**src/rtl/pc_pkg.sv**
```systemverilog
// Shared next-PC mode encoding and default vectors for the PC/RAS unit.
package pc_pkg;

  typedef enum logic [2:0] {
    SEQ  = 3'd0,
    BR   = 3'd1,
    J    = 3'd2,
    JR   = 3'd3,
    CALL = 3'd4,
    RET  = 3'd5
  } pc_sel_e;

  localparam logic [31:0] DEF_RESET_VEC = 32'h0000_0000;
  localparam logic [31:0] DEF_EXC_VEC   = 32'h0000_0080;

endpackage

```
**src/rtl/ras_stack.sv**
```systemverilog
// Circular return-address stack: pushing when full overwrites the oldest entry.
module ras_stack #(
  parameter int unsigned DEPTH  = 4,
  parameter int unsigned ADDR_W = 32
) (
  input  logic              clk,
  input  logic              reset,
  input  logic              push,
  input  logic              pop,
  input  logic [ADDR_W-1:0] push_data,
  output logic [ADDR_W-1:0] top,
  output logic              empty,
  output logic              full
);

  localparam int unsigned PTR_W = $clog2(DEPTH);
  localparam int unsigned CNT_W = PTR_W + 1;

  logic [PTR_W-1:0]  top_ptr;
  logic [CNT_W-1:0]  count;
  logic [ADDR_W-1:0] mem [DEPTH];
  logic [PTR_W-1:0]  push_ptr;

  assign push_ptr = top_ptr + PTR_W'(1);
  assign top      = mem[top_ptr];
  assign empty    = (count == CNT_W'(0));
  assign full     = (count == CNT_W'(DEPTH));

  // Pointer and occupancy update; a push at full leaves the count saturated.
  always_ff @(posedge clk or negedge reset) begin
    if (!reset) begin
      top_ptr <= '0;
      count   <= '0;
    end else if (push) begin
      top_ptr <= push_ptr;
      if (!full) count <= count + CNT_W'(1);
    end else if (pop && !empty) begin
      top_ptr <= top_ptr - PTR_W'(1);
      count   <= count - CNT_W'(1);
    end
  end

  // Entry storage needs no reset; occupancy is tracked by count alone.
  always_ff @(posedge clk) begin
    if (push) mem[push_ptr] <= push_data;
  end

endmodule

```
**src/rtl/pc_ras_unit.sv**
```systemverilog
// Program counter with branch/jump/call/return selection and a return-address stack.
module pc_ras_unit
  import pc_pkg::*;
#(
  parameter int unsigned ADDR_W    = 32,
  parameter logic [31:0] RESET_VEC = DEF_RESET_VEC,
  parameter logic [31:0] EXC_VEC   = DEF_EXC_VEC,
  parameter int unsigned RAS_DEPTH = 4
) (
  input  logic              clk,
  input  logic              reset,
  input  logic [2:0]        pc_sel,
  input  logic              br_taken,
  input  logic [31:0]       sign_imm,
  input  logic [25:0]       ins_addr,
  input  logic [ADDR_W-1:0] reg_target,
  input  logic              stall,
  input  logic              exc,
  output logic [ADDR_W-1:0] pc,
  output logic [ADDR_W-1:0] pc_plus4,
  output logic [ADDR_W-1:0] epc,
  output logic              ras_empty,
  output logic              ras_full,
  output logic              fault
);

  localparam logic [ADDR_W-1:0] RST_PC   = ADDR_W'(RESET_VEC);
  localparam logic [ADDR_W-1:0] EXC_PC   = ADDR_W'(EXC_VEC);
  localparam logic [ADDR_W-1:0] LOW_MASK = ADDR_W'(28'hFFF_FFFF);

  logic [ADDR_W-1:0] next_pc;
  logic [ADDR_W-1:0] next_epc;
  logic              next_fault;
  logic              ras_push;
  logic              ras_pop;
  logic [ADDR_W-1:0] ras_top;
  logic [ADDR_W-1:0] j_target;
  logic [ADDR_W-1:0] br_target;

  assign pc_plus4  = pc + ADDR_W'(4);
  // Jump keeps the region bits above bit 27 of pc+4 (none when ADDR_W is 28).
  assign j_target  = (pc_plus4 & ~LOW_MASK) | ADDR_W'({ins_addr, 2'b00});
  assign br_target = pc_plus4 + ADDR_W'({sign_imm, 2'b00});

  ras_stack #(
    .DEPTH  (RAS_DEPTH),
    .ADDR_W (ADDR_W)
  ) u_ras (
    .clk       (clk),
    .reset     (reset),
    .push      (ras_push),
    .pop       (ras_pop),
    .push_data (pc_plus4),
    .top       (ras_top),
    .empty     (ras_empty),
    .full      (ras_full)
  );

  // Next-PC selection with priority exc > stall > pc_sel.
  always_comb begin
    next_pc    = pc_plus4;
    next_epc   = epc;
    next_fault = 1'b0;
    ras_push   = 1'b0;
    ras_pop    = 1'b0;
    if (exc) begin
      next_pc  = EXC_PC;
      next_epc = pc;
    end else if (stall) begin
      next_pc = pc;
    end else begin
      case (pc_sel_e'(pc_sel))
        BR:   if (br_taken) next_pc = br_target;
        J:    next_pc = j_target;
        JR: begin
          if (reg_target[1:0] == 2'b00) begin
            next_pc = reg_target;
          end else begin
            next_pc    = EXC_PC;
            next_fault = 1'b1;
          end
        end
        CALL: begin
          next_pc  = j_target;
          ras_push = 1'b1;
        end
        RET: begin
          if (!ras_empty) begin
            next_pc = ras_top;
            ras_pop = 1'b1;
          end else begin
            next_fault = 1'b1;
          end
        end
        default: next_pc = pc_plus4;
      endcase
    end
  end

  // Architectural state; low two pc bits are forced to zero.
  always_ff @(posedge clk or negedge reset) begin
    if (!reset) begin
      pc    <= RST_PC;
      epc   <= RST_PC;
      fault <= 1'b0;
    end else begin
      pc    <= {next_pc[ADDR_W-1:2], 2'b00};
      epc   <= next_epc;
      fault <= next_fault;
    end
  end

endmodule

```
**config.mk**
```make
export PLATFORM = sky130hd
export DESIGN_NAME = pc_ras_unit
export DESIGN_NICKNAME = d
export VERILOG_FILES = /design/src/rtl/pc_pkg.sv /design/src/rtl/ras_stack.sv /design/src/rtl/pc_ras_unit.sv
export SDC_FILE = /design/constraint.sdc
export NUM_CORES = 1
export LEC_CHECK = 0
export CORE_MARGIN = 8
export CORE_UTILIZATION = 47
export CTS_BUF_LIST = sky130_fd_sc_hd__clkbuf_4 sky130_fd_sc_hd__clkbuf_8 sky130_fd_sc_hd__clkbuf_16
export CTS_CLUSTER_DIAMETER = 120
export DETAILED_ROUTE_END_ITERATION = 7
export PLACE_DENSITY = 0.83
export SETUP_SLACK_MARGIN = 0.1
export SKIP_LAST_GASP = 1
export SYNTH_ARGS = -nofsm -noshare
export SYNTH_HDL_FRONTEND = slang
export SYNTH_SLANG_ARGS = --single-unit
```
**constraint.sdc**
```tcl
create_clock -name clk -period 3.8 [get_ports clk]
set_input_delay 1.14 -clock clk [delete_from_list [all_inputs] [get_ports clk]]
set_output_delay 1.14 -clock clk [all_outputs]
set_load 0.01 [all_outputs]
```
-- Word level (Yosys, flattened, before mapping)
Memories as Yosys holds them, arrays and structs flattened.
Cells that the tools add are included.
- input bits: 98
- memories kept: 1
- register bits: 66
- logic and storage cells: 53
- RAM bits: 128
- equal/unequal tests: 8
- bitwise gates (word level): 1
- add/sub/neg operators: 6
- reduce and logical (&&, ||, !) cells: 7
- mux-type cells: 25
- memories (name ; words ; width ; rd ports ; clocked after memory_dff ; wr ports ; RTL line ; source):
    u_ras.mem ; 4 ; 32 ; 1 ; 0 ; 1 ; ras_stack.sv:21 ; logic [ADDR_W-1:0] mem [DEPTH];
- operators with widths (cell ; count):
    two-way mux 32 bit ; 5
    case mux 32 bit (4 select lines) ; 1
    adder 32 x 3 -> 32 bit (second input constant) ; 1
    adder 32 bit ; 1
    bitwise OR 32 x 28 -> 32 bit ; 1
    two-way mux 1 bit ; 13
    equality test 3 bit (second input constant) ; 3
    two-way mux 3 bit ; 3
    equality test 3 x 2 -> 1 bit (second input constant) ; 2
    two-way mux 2 bit ; 2
    adder 3 x 1 -> 3 bit (second input constant) ; 1
    equality test 3 x 1 -> 1 bit (second input constant) ; 1
    logical NOT 3 bit ; 1
    subtractor 3 x 1 -> 3 bit (second input constant) ; 1
    adder 2 x 1 -> 2 bit (second input constant) ; 1
    logical NOT 2 bit ; 1
    != test 2 x 1 -> 1 bit (second input constant) ; 1
    != test 2 bit (second input constant) ; 1
    case mux 1 bit (2 select lines) ; 1
    AND reduction 2 bit ; 1
    nonzero test 2 bit ; 1
    OR reduction 2 bit ; 1
    subtractor 2 x 1 -> 2 bit (second input constant) ; 1
    logical AND 1 bit ; 1
    logical NOT 1 bit ; 1

-- Logic depth before layout (Yosys ltp)
Gate-level depths: netlist of the first run.
- word-level depth: 8
- gate-level depth with buffers: 18

-- By module
Synthesis of the first run repeated with hierarchy kept, for this count alone.
- cells, all modules: 845
- area total of the unflattened synthesis: 10592.7 um2
- by module, submodules not included (module ; times used ; cells each ; area an instance (um2) ; seq. area each (um2)):
    pc_ras_unit ; 1 ; 635 ; 5526.6 ; 1526.5
    ras_stack ; 1 ; 210 ; 5066.1 ; 3968.8

-- Worst setup path after synthesis of the first run
OpenSTA, ideal clock, no wires.
- path kind: flip-flop to flip-flop
- start point: register pc[4]
- end point: register pc[31]
- path buffers: 1
- stages on the path, launching flop included: 19
- data arrival time: 4194 ps
- period minus slack after synthesis: 4293 ps
- setup time: 99 ps
- path slack: -493 ps
- cell sequence: dfrtp_1 buf_2 and4_1 and3_1 and4_1 nand3_1 nor2_1 xor2_1 ha_1 a21oi_1 o21ai_1 or3_1 a311oi_2 nor2_1 a211oi_2 xnor2_1 a2111oi_2 o31ai_1 a311oi_1
- longest elaborated chain between the ends: 6
- elaborated cells between the ends (all ways): 8
- those cells by class: add/sub: 2; mux: 5; bitwise: 1
- ends and longest elaborated chain (item ; RTL line ; source):
    start: declaration ; pc_ras_unit.sv:19 ; output logic [ADDR_W-1:0] pc,
    start signal: assignment ; pc_ras_unit.sv:107 ; pc <= {next_pc[ADDR_W-1:2], 2'b00};
    adder 32 x 3 -> 32 bit ; pc_ras_unit.sv:40 ; assign pc_plus4 = pc + ADDR_W'(4);
    via pc_plus4[20] ; pc_ras_unit.sv:20 ; output logic [ADDR_W-1:0] pc_plus4,
    adder 32 bit ; pc_ras_unit.sv:43 ; assign br_target = pc_plus4 + ADDR_W'({sign_imm, 2'b00});
    two-way mux 32 bit ; pc_ras_unit.sv:73 ; BR: if (br_taken) next_pc = br_target;
    case mux 32 bit (4 select lines) ; pc_ras_unit.sv:72 ; case (pc_sel_e'(pc_sel))
    two-way mux 32 bit ; pc_ras_unit.sv:69 ; end else if (stall) begin
    two-way mux 32 bit ; pc_ras_unit.sv:66 ; if (exc) begin
The timed path passes the listed nets, and every way through them passes these cells. The select of a mux whose other input is x is not followed.
A chain may end at the register's enable or synchronous reset.

-- Final worst setup path of the first run
- start point: register pc[5]
- end point: register pc[31]
- longest elaborated chain between the ends: 6
- elaborated cells between the ends (all ways): 8
- those cells by class: add/sub: 2; mux: 5; bitwise: 1
- ends and longest elaborated chain (item ; RTL line):
    adder 32 x 3 -> 32 bit (*) ; pc_ras_unit.sv:40
    adder 32 bit ; pc_ras_unit.sv:43
    two-way mux 32 bit ; pc_ras_unit.sv:73
    case mux 32 bit (4 select lines) (*) ; pc_ras_unit.sv:72
    two-way mux 32 bit (*) ; pc_ras_unit.sv:69
    two-way mux 32 bit (*) ; pc_ras_unit.sv:66
Mark *: on every way between the ends. The rest lies on a longest branch, timed or not. The select of a mux whose other input is x is not followed.

==> out/qor.csv, run 1 <==
stage,metric,value,unit
run_status,status,"finished, violations left",
run_status,violations,setup timing,
layout,num-fill-cells,1425,
pwr,p_total,0.00600,W
worst_setup_path,crit_path_max_incr_delay,0.38,ns
worst_setup_path,critPathRequiredTime,4.14,ns
clock_network,clkTransAtPathRegs,0.07,ns
detailed_routing,dr.pass1.iters,8,
layout,num_antenna_cells,0,
clock_network,cts_root_buf,clkbuf_16,
hold_path,hold_end,u_ras.count[2],
detailed_routing,drtIter0Drc,1022,
floorplanning,coreArea,0.0210,mm2
sta,min_period,4.04,ns
pwr,p_leak,5.93,nW
detailed_routing,routed_wl,33200,um
detailed_routing,antenna_left,0,
yosys,yosysTopAreaCell,edfxtp_1,
yosys,synth.distinct_cells,62,
sta,fin_skew,0.00610,ns
pwr,switching_share,0.300,
worst_setup_path,r2r_end,pc[31],
worst_setup_path,r2r-start,pc[5],
sta,setup_ws,-0.243,ns
clock_network,h-tree-depth,4,
floorplanning,die_y,162,um
yosys,ys.flop_type,edfxtp_1,
detailed_routing,drc,0,
placement,placed_area,0.0133,mm2
detailed_routing,viasPerCell,6.01,
clock_network,clock_latency,0.44,ns
clock_network,cts_tree,built,
sta,slew-limit-headroom,0.358,
placement,dp_slack,-0.529,ns
worst_setup_path,endpoint_kind,register,
layout,seq_area,0.00526,mm2
yosys,syn_area_per_cell,12.3,um2
worst_setup_path,critPathSlowestCell,dfrtp_1,
worst_setup_path,crit_arrival,4.38,ns
worst_setup_path,crit_path_start_kind,register,
detailed_routing,dr_total_vias,8640,
placement,gp_congestion,0.951,
clock_network,clock_sinks,186,
placement,portBuffers,188,
sta,fin_crit_sh,1.06,
yosys,synth-xor-area-share,0.0491,
yosys,yosys-mux-area-fraction,0.103,
placement,dp_hpwl,23400,um
layout,area_growth,44.2,%
sta,finalMaxSlewViolations,0,
clock_network,numCtsBuffers,17,
grt,grt_pass1_vias,8813,
floorplanning,die_w,162,um
yosys,synth_top_family_by_area,compound AO/OA/AOI/OAI gates,
hold_path,hold_start,u_ras.count[2],
grt,grt_pass1_wl,49900,um
detailed_routing,wl_per_cell,23.1,um
layout,fin_area,0.0144,mm2
worst_setup_path,r2r_slack,-0.24,ns
pwr,p_comb_frac,0.310,
yosys,synth_compound_area_frac,0.145,
yosys,yosysTopAreaCellShare,0.360,
sta,hold_violations,0,
flow_run,cap_violations,0,
sta,finalSetupViolCount,2,
layout,final_nets,1290,
grt,grt_start_max_net_pins,67,
yosys,synthTopCellsByCount,"edfxtp_1 (120), nand2_1 (70), dfrtp_1 (66), a21oi_1 (45), ha_1 (41)",
sta,max_freq,0.247,GHz
layout,drive_gt1_frac,0.302,
yosys,yosysSeqAreaShare,0.526,
yosys,synth_area,0.0100,mm2
yosys,synth_most_common_cell,edfxtp_1,
sta,tightest_slew,0.963,ns
floorplanning,initial_utilization,0.477,
pwr,clock_power_share,0.290,
floorplanning,rows,53,
hold_path,whs_path_depth,1,
grt,gr-total-overflow,0,
yosys,synth_edf_count,120,
layout,multiInputGateArea,0.00499,mm2
worst_setup_path,crit_chain,and4_4 -> and3_4 -> buf_4 -> and3_4 -> nor2b_2 -> nand2_2 -> xnor2_2 -> ha_1 -> a21oi_1 -> o21ai_1 -> or3_1 -> a311oi_2 -> nor2_2 -> a211oi_2 -> xnor2_1 -> a2111oi_2 -> o31ai_1 -> a311oi_1,
pwr,p_seq_frac,0.400,
worst_setup_path,crit_type,register to register,
grt,track_usage,0.248,
yosys,synth_simple_gate_area_share,0.0925,
worst_setup_path,r2r_cells,18,
yosys,yosys_warnings,0,
yosys,synth_area_leaders,"edfxtp_1 (36%), dfrtp_1 (17%), mux4_2 (6.8%)",
pwr,peakVddDrop,0.352,mV
clock_network,ctsHoldBuffers,0,
hold_path,worstHoldPathType,register to register,
pwr,p_switching,0.00180,W
worst_setup_path,crit_path_max_fanout,4,
grt,antenna_found_initial,0,
floorplanning,pin_count,197,
sta,rsz0062_at_grt,yes,
pwr,pwr_density_cell,416,mW/mm2
clock_network,clock_path_buffers,2,
pwr,p_int,0.00420,W
yosys,ys_async_sr_fraction,0.355,
yosys,synthAdderAreaFrac,0.0553,
worst_setup_path,worst_path_most_repeated_cell,and3_4,
yosys,ys_ff_latch,186,
floorplanning,dieArea,0.0262,mm2
yosys,synthCells,814,
## layout make-up
cell class	count	share of cell area
flip-flops and latches	186	0.365
multi-input cells	564	0.346
repair buffers	358	0.220
clock buffers	20	0.0315
well taps	275	0.0239
clock inverters	12	0.00807
inverters	22	0.00573
## worst max-delay path by stage
stage          cells after the start   startpoint      endpoint
2_1_floorplan                     18        pc[4]        pc[31]
3_3_place_gp                      17  sign_imm[0]        pc[26]
3_5_place_dp                      17  sign_imm[0]        pc[26]
4_1_cts                           11        pc[5]  pc_plus4[30]
5_1_grt                           19        pc[5]        pc[31]
6_report                          18        pc[5]        pc[31]
## kinds of logic after synthesis
family | after synthesis
AO/OA/AOI/OAI | 203
AND/OR/NAND/NOR | 195
flip-flops | 186
buffers and inverters | 69
multiplexers | 61
XOR/XNOR | 56
adder cells (fa/ha/maj) | 43
other | 1
## sequential cells by signal, indices dropped and copies added (netlist names)
signal	cells
fault	1
u_ras.count	3
epc	30
u_ras.mem	120
u_ras.top_ptr	2
pc	30
## per-layer routing
metal  GRT usage  vias to the layer above  routed length, um
li1            -                     3808                  -
met1       0.314                     4230              12700
met2       0.402                      529              16100
met3      0.0628                       73               3550
met4      0.0951                        0                894
met5           0                        -                  0
## timing repair
item                       in CTS  in global routing
setup endpoints to repair      28                 31
pin swaps                      18                 19
gates resized for setup        56                 68
buffers inserted               11                 12
## through the flow
stage          TNS [ns]  hold slack [ns]  std cells  utilization
6_report         -0.405            0.487       1437        0.688
5_1_grt          -0.752            0.508       1437        0.688
2_1_floorplan    -0.496            0.449        819            -
3_3_place_gp      -3.71            0.469       1383        0.634
4_1_cts          -0.488            0.491       1426        0.671
3_5_place_dp      -3.89            0.479       1383        0.634
## power by group through the flow
stage / Combinational, W / Clock [W] / Sequential [W]
after floorplan: 0.000986 / 0 / 0.00242
after global placement: 0.00172 / 0 / 0.00243
after detailed placement: 0.00177 / 0 / 0.00244
after CTS: 0.00179 / 0.00175 / 0.00240
after global routing: 0.00198 / 0.00182 / 0.00242
final: 0.00186 / 0.00174 / 0.00240
## worst max-delay path: cells and delay by family, from the launching register on
family | cells | cell delay (ns)
buf+inv | 1 | 0.13
simple gates | 7 | 1.38
xor+xnor | 2 | 0.31
fa+ha+maj | 1 | 0.23
flops | 1 | 0.38
compound gates | 7 | 1.50
## cells in the final DEF (no fill, tap or decap), types with 6 or more instances in the layout
cell type	synthesis	layout
clkdlybuf4s50_1	0	166
buf_4	6	165
edfxtp_1	120	120
nand2_1	70	65
dfrtp_1	66	65
a21oi_1	45	41
o21ai_0	39	38
nor2_1	39	32
ha_1	41	32
mux2_2	31	31
mux4_2	30	30
a221oi_1	29	28
xnor2_1	39	22
inv_1	22	20
a221o_1	17	17
clkbuf_16	0	17
xnor2_2	0	14
and3_1	15	13
nand3_1	17	13
xor2_1	17	13
a21o_1	13	13
nor3_1	15	11
a31oi_1	10	9
nand4_1	8	8
a222oi_1	7	7
ha_4	0	7
nand2b_1	7	6
conb_1	1	6
buf_6	2	6
(Power assumes the default switching activity.)
==> inputs of run 2 (changes only) <==
--- a/config.mk
+++ b/config.mk
@@ -5,6 +5,7 @@
 export SDC_FILE = /design/constraint.sdc
 export NUM_CORES = 1
 export LEC_CHECK = 0
+export CORE_ASPECT_RATIO = 1.1
 export CORE_MARGIN = 8
 export CORE_UTILIZATION = 47
 export CTS_BUF_LIST = sky130_fd_sc_hd__clkbuf_4 sky130_fd_sc_hd__clkbuf_8 sky130_fd_sc_hd__clkbuf_16
==> run 2 against run 1 <==
  * The flow still finishes with violations (setup timing)
  * Setup slack got worse by 0.062 ns
  * Sequential share of layout area decreased by 0.12 points
  * Wire length increased by 5.9%
  * Global-route usage increased by 1.0 points
  * First-iteration DRC count decreased by 2.6%
  * Largest cell class unchanged
  * Non-clock buffer count decreased by 4
  * Die area about the same
  * Combinational power about the same
  * Critical path type unchanged
  * Clock power increased by 6%
==> out/qor.csv, run 2 (same netlist as run 1, synthesis figures left out) <==
stage,metric,value,unit,change
layout,drive_gt1_frac,0.300,,was 0.302
sta,fin_tns_setup,-1.19,ns,was -0.405 ns
worst_setup_path,crit_arrival,4.44,ns,was 4.38 ns
sta,min_period,4.10,ns,was 4.04 ns
worst_setup_path,r2r-start,pc[5],,unchanged
detailed_routing,met2_length,17500,um,was 16100 um
floorplanning,dieArea,0.0262,mm2,about the same
pwr,pwr_density_cell,423,mW/mm2,was 416 mW/mm2
grt,gr-total-overflow,0,,unchanged
run_status,violations,setup timing,,unchanged
detailed_routing,drc,0,,unchanged
hold_path,hold_start,epc[31],,was u_ras.count[2]
layout,area_growth,44.7,%,was 44.2%
clock_network,clock_sinks,186,,unchanged
worst_setup_path,crit_path_max_fanout,4,,unchanged
layout,multiInputGateArea,0.00497,mm2,was 0.00499 mm2
clock_network,cts_root_buf,clkbuf_16,,unchanged
sta,rsz0062_at_grt,yes,,unchanged
sta,hold_violations,0,,unchanged
worst_setup_path,crit_path_start_kind,register,,unchanged
sta,tightest_slew,1.04,ns,was 0.963 ns
floorplanning,die_y,169,um,was 162 um
floorplanning,coreArea,0.0211,mm2,was 0.0210 mm2
placement,placed_area,0.0133,mm2,about the same
pwr,p_leak,5.92,nW,was 5.93 nW
detailed_routing,routed_wl,35200,um,was 33200 um
layout,fin_area,0.0145,mm2,was 0.0144 mm2
clock_network,clock_latency,0.44,ns,about the same
pwr,peakVddDrop,0.319,mV,was 0.352 mV
run_status,status,"finished, violations left",,unchanged
floorplanning,die_w,155,um,was 162 um
layout,largest_reg_flops,120,,unchanged
grt,grt_start_max_net_pins,67,,unchanged
clock_network,cts_tree,built,,unchanged
grt,antenna_found_initial,1,,was 0
hold_path,whs_path_depth,1,,unchanged
detailed_routing,viasPerCell,6.12,,was 6.01
layout,num-fill-cells,1392,,was 1425
sta,slew-limit-headroom,0.308,,was 0.358
placement,gp_congestion,0.953,,was 0.951
layout,final_common_cell,clkdlybuf4s50_1,,unchanged
detailed_routing,wl_met1,13000,um,was 12700 um
detailed_routing,wl_per_cell,24.3,um,was 23.1 um
worst_setup_path,critPathRequiredTime,4.14,ns,about the same
layout,utilization,0.686,,was 0.688
clock_network,h-tree-depth,4,,unchanged
sta,fin_crit_sh,1.08,,was 1.06
detailed_routing,dr_total_vias,8870,,was 8640
layout,layout.cells.most_common_list,"clkdlybuf4s50_1 (169), buf_4 (152), edfxtp_1 (120), nand2_1 (66), dfrtp_1 (65)",,"was clkdlybuf4s50_1 (166), buf_4 (165), edfxtp_1 (120), nand2_1 (65), dfrtp_1 (65)"
placement,dp_hpwl,23500,um,was 23400 um
hold_path,hold_end,epc[31],,was u_ras.count[2]
flow_run,cap_violations,0,,unchanged
sta,setup_ws,-0.305,ns,was -0.243 ns
placement,portBuffers,188,,unchanged
grt,track_usage,0.258,,was 0.248
sta,finalSetupViolCount,11,,was 2
detailed_routing,drtIter0Drc,995,,was 1022
placement,dp_slack,-0.471,ns,was -0.529 ns
clock_network,clock_path_buffers,2,,unchanged
detailed_routing,top_layer,met4,,unchanged
layout,seq_area,0.00526,mm2,unchanged
clock_network,ctsHoldBuffers,0,,unchanged
sta,max_freq,0.244,GHz,was 0.247 GHz
detailed_routing,met3WireLength,3140,um,was 3550 um
floorplanning,pin_count,197,,unchanged
sta,holdWs,0.508,ns,was 0.487 ns
worst_setup_path,crit_type,register to register,,unchanged
worst_setup_path,r2r_slack,-0.30,ns,was -0.24 ns
grt,grt_pass1_wl,51100,um,was 49900 um
hold_path,worstHoldPathType,register to register,,unchanged
layout,final_nets,1286,,was 1290
layout,largest_registers,"u_ras.mem: 120 flops, epc: 30 flops, pc: 30 flops",,unchanged
detailed_routing,antenna_left,0,,unchanged
sta,finalMaxSlewViolations,0,,unchanged
worst_setup_path,endpoint_kind,register,,unchanged
sta,fin_skew,0.0125,ns,was 0.00610 ns
detailed_routing,dr.pass1.iters,6,,was 8
layout,regMostFlops,u_ras.mem,,unchanged
grt,grt_pass1_vias,9041,,was 8813
floorplanning,initial_utilization,0.474,,was 0.477
worst_setup_path,r2r_cells,18,,unchanged
worst_setup_path,r2r_end,pc[31],,unchanged
clock_network,clkTransAtPathRegs,0.07,ns,about the same
floorplanning,rows,56,,was 53
clock_network,numCtsBuffers,17,,unchanged
run 2: worst max-delay path by stage:
| stage | start | to | slack [ns] | cells after the start |
|---|---|---|---|---|
| after floorplan | pc[4] | pc[31] | -0.17 | 18 |
| after global placement | sign_imm[0] | pc[26] | -0.44 | 16 |
| after detailed placement | sign_imm[0] | pc[26] | -0.47 | 16 |
| after CTS | pc[5] | pc[31] | -0.24 | 19 |
| after global routing | pc[5] | pc[31] | -0.51 | 18 |
| final | pc[5] | pc[31] | -0.30 | 18 |
run 2: stage by stage:
| stage | total power [W] | cells |
|---|---|---|
| floorplan | 0.00341 | 819 |
| global placement | 0.00413 | 1397 |
| detailed placement | 0.00420 | 1397 |
| CTS | 0.00605 | 1440 |
| global route | 0.00633 | 1449 |
| finish | 0.00612 | 1449 |
run 2: metal layers:
metal,vias up,GRT usage
li1,3797,-
met1,4380,0.301
met2,564,0.439
met3,129,0.0564
met4,0,0.137
met5,-,0
run 2: layout make-up:
| cell class | instances | area share |
|---|---|---|
| diodes | 1 | 0.000173 |
| clock buffers | 23 | 0.0343 |
| clock inverters | 9 | 0.00770 |
| inverters | 22 | 0.00571 |
| multi-input cells | 564 | 0.344 |
| flip-flops and latches | 186 | 0.363 |
| well taps | 290 | 0.0251 |
| repair buffers | 354 | 0.220 |
run 2: where the power goes:
part / internal [W] / switching (W) / total (W) / leakage (nW)
logic: 0.000973 / 0.000872 / 0.00184 / 3.66
registers: 0.00227 / 0.000158 / 0.00243 / 1.96
clock network: 0.00106 / 0.000790 / 0.00185 / 0.297
run 2: critical path, stage by stage (launching register included):
cell       delay [ns]
dfrtp_1          0.38
and4_4           0.26
and3_4           0.20
buf_4            0.13
and3_4           0.20
nor2b_4          0.15
nand2_1          0.12
xnor2_2          0.21
ha_1             0.26
a21oi_2          0.21
o21ai_2          0.10
or3_4            0.37
a311oi_2         0.22
nor2_2           0.11
a211oi_4         0.29
xnor2_2          0.13
a2111oi_2        0.30
o31ai_1          0.12
a311oi_1         0.23
run 2: timing repair:
item | CTS | global route
pin swaps | 12 | 28
setup endpoints to repair | 28 | 36
buffers inserted | 12 | 8
resized for setup | 65 | 71
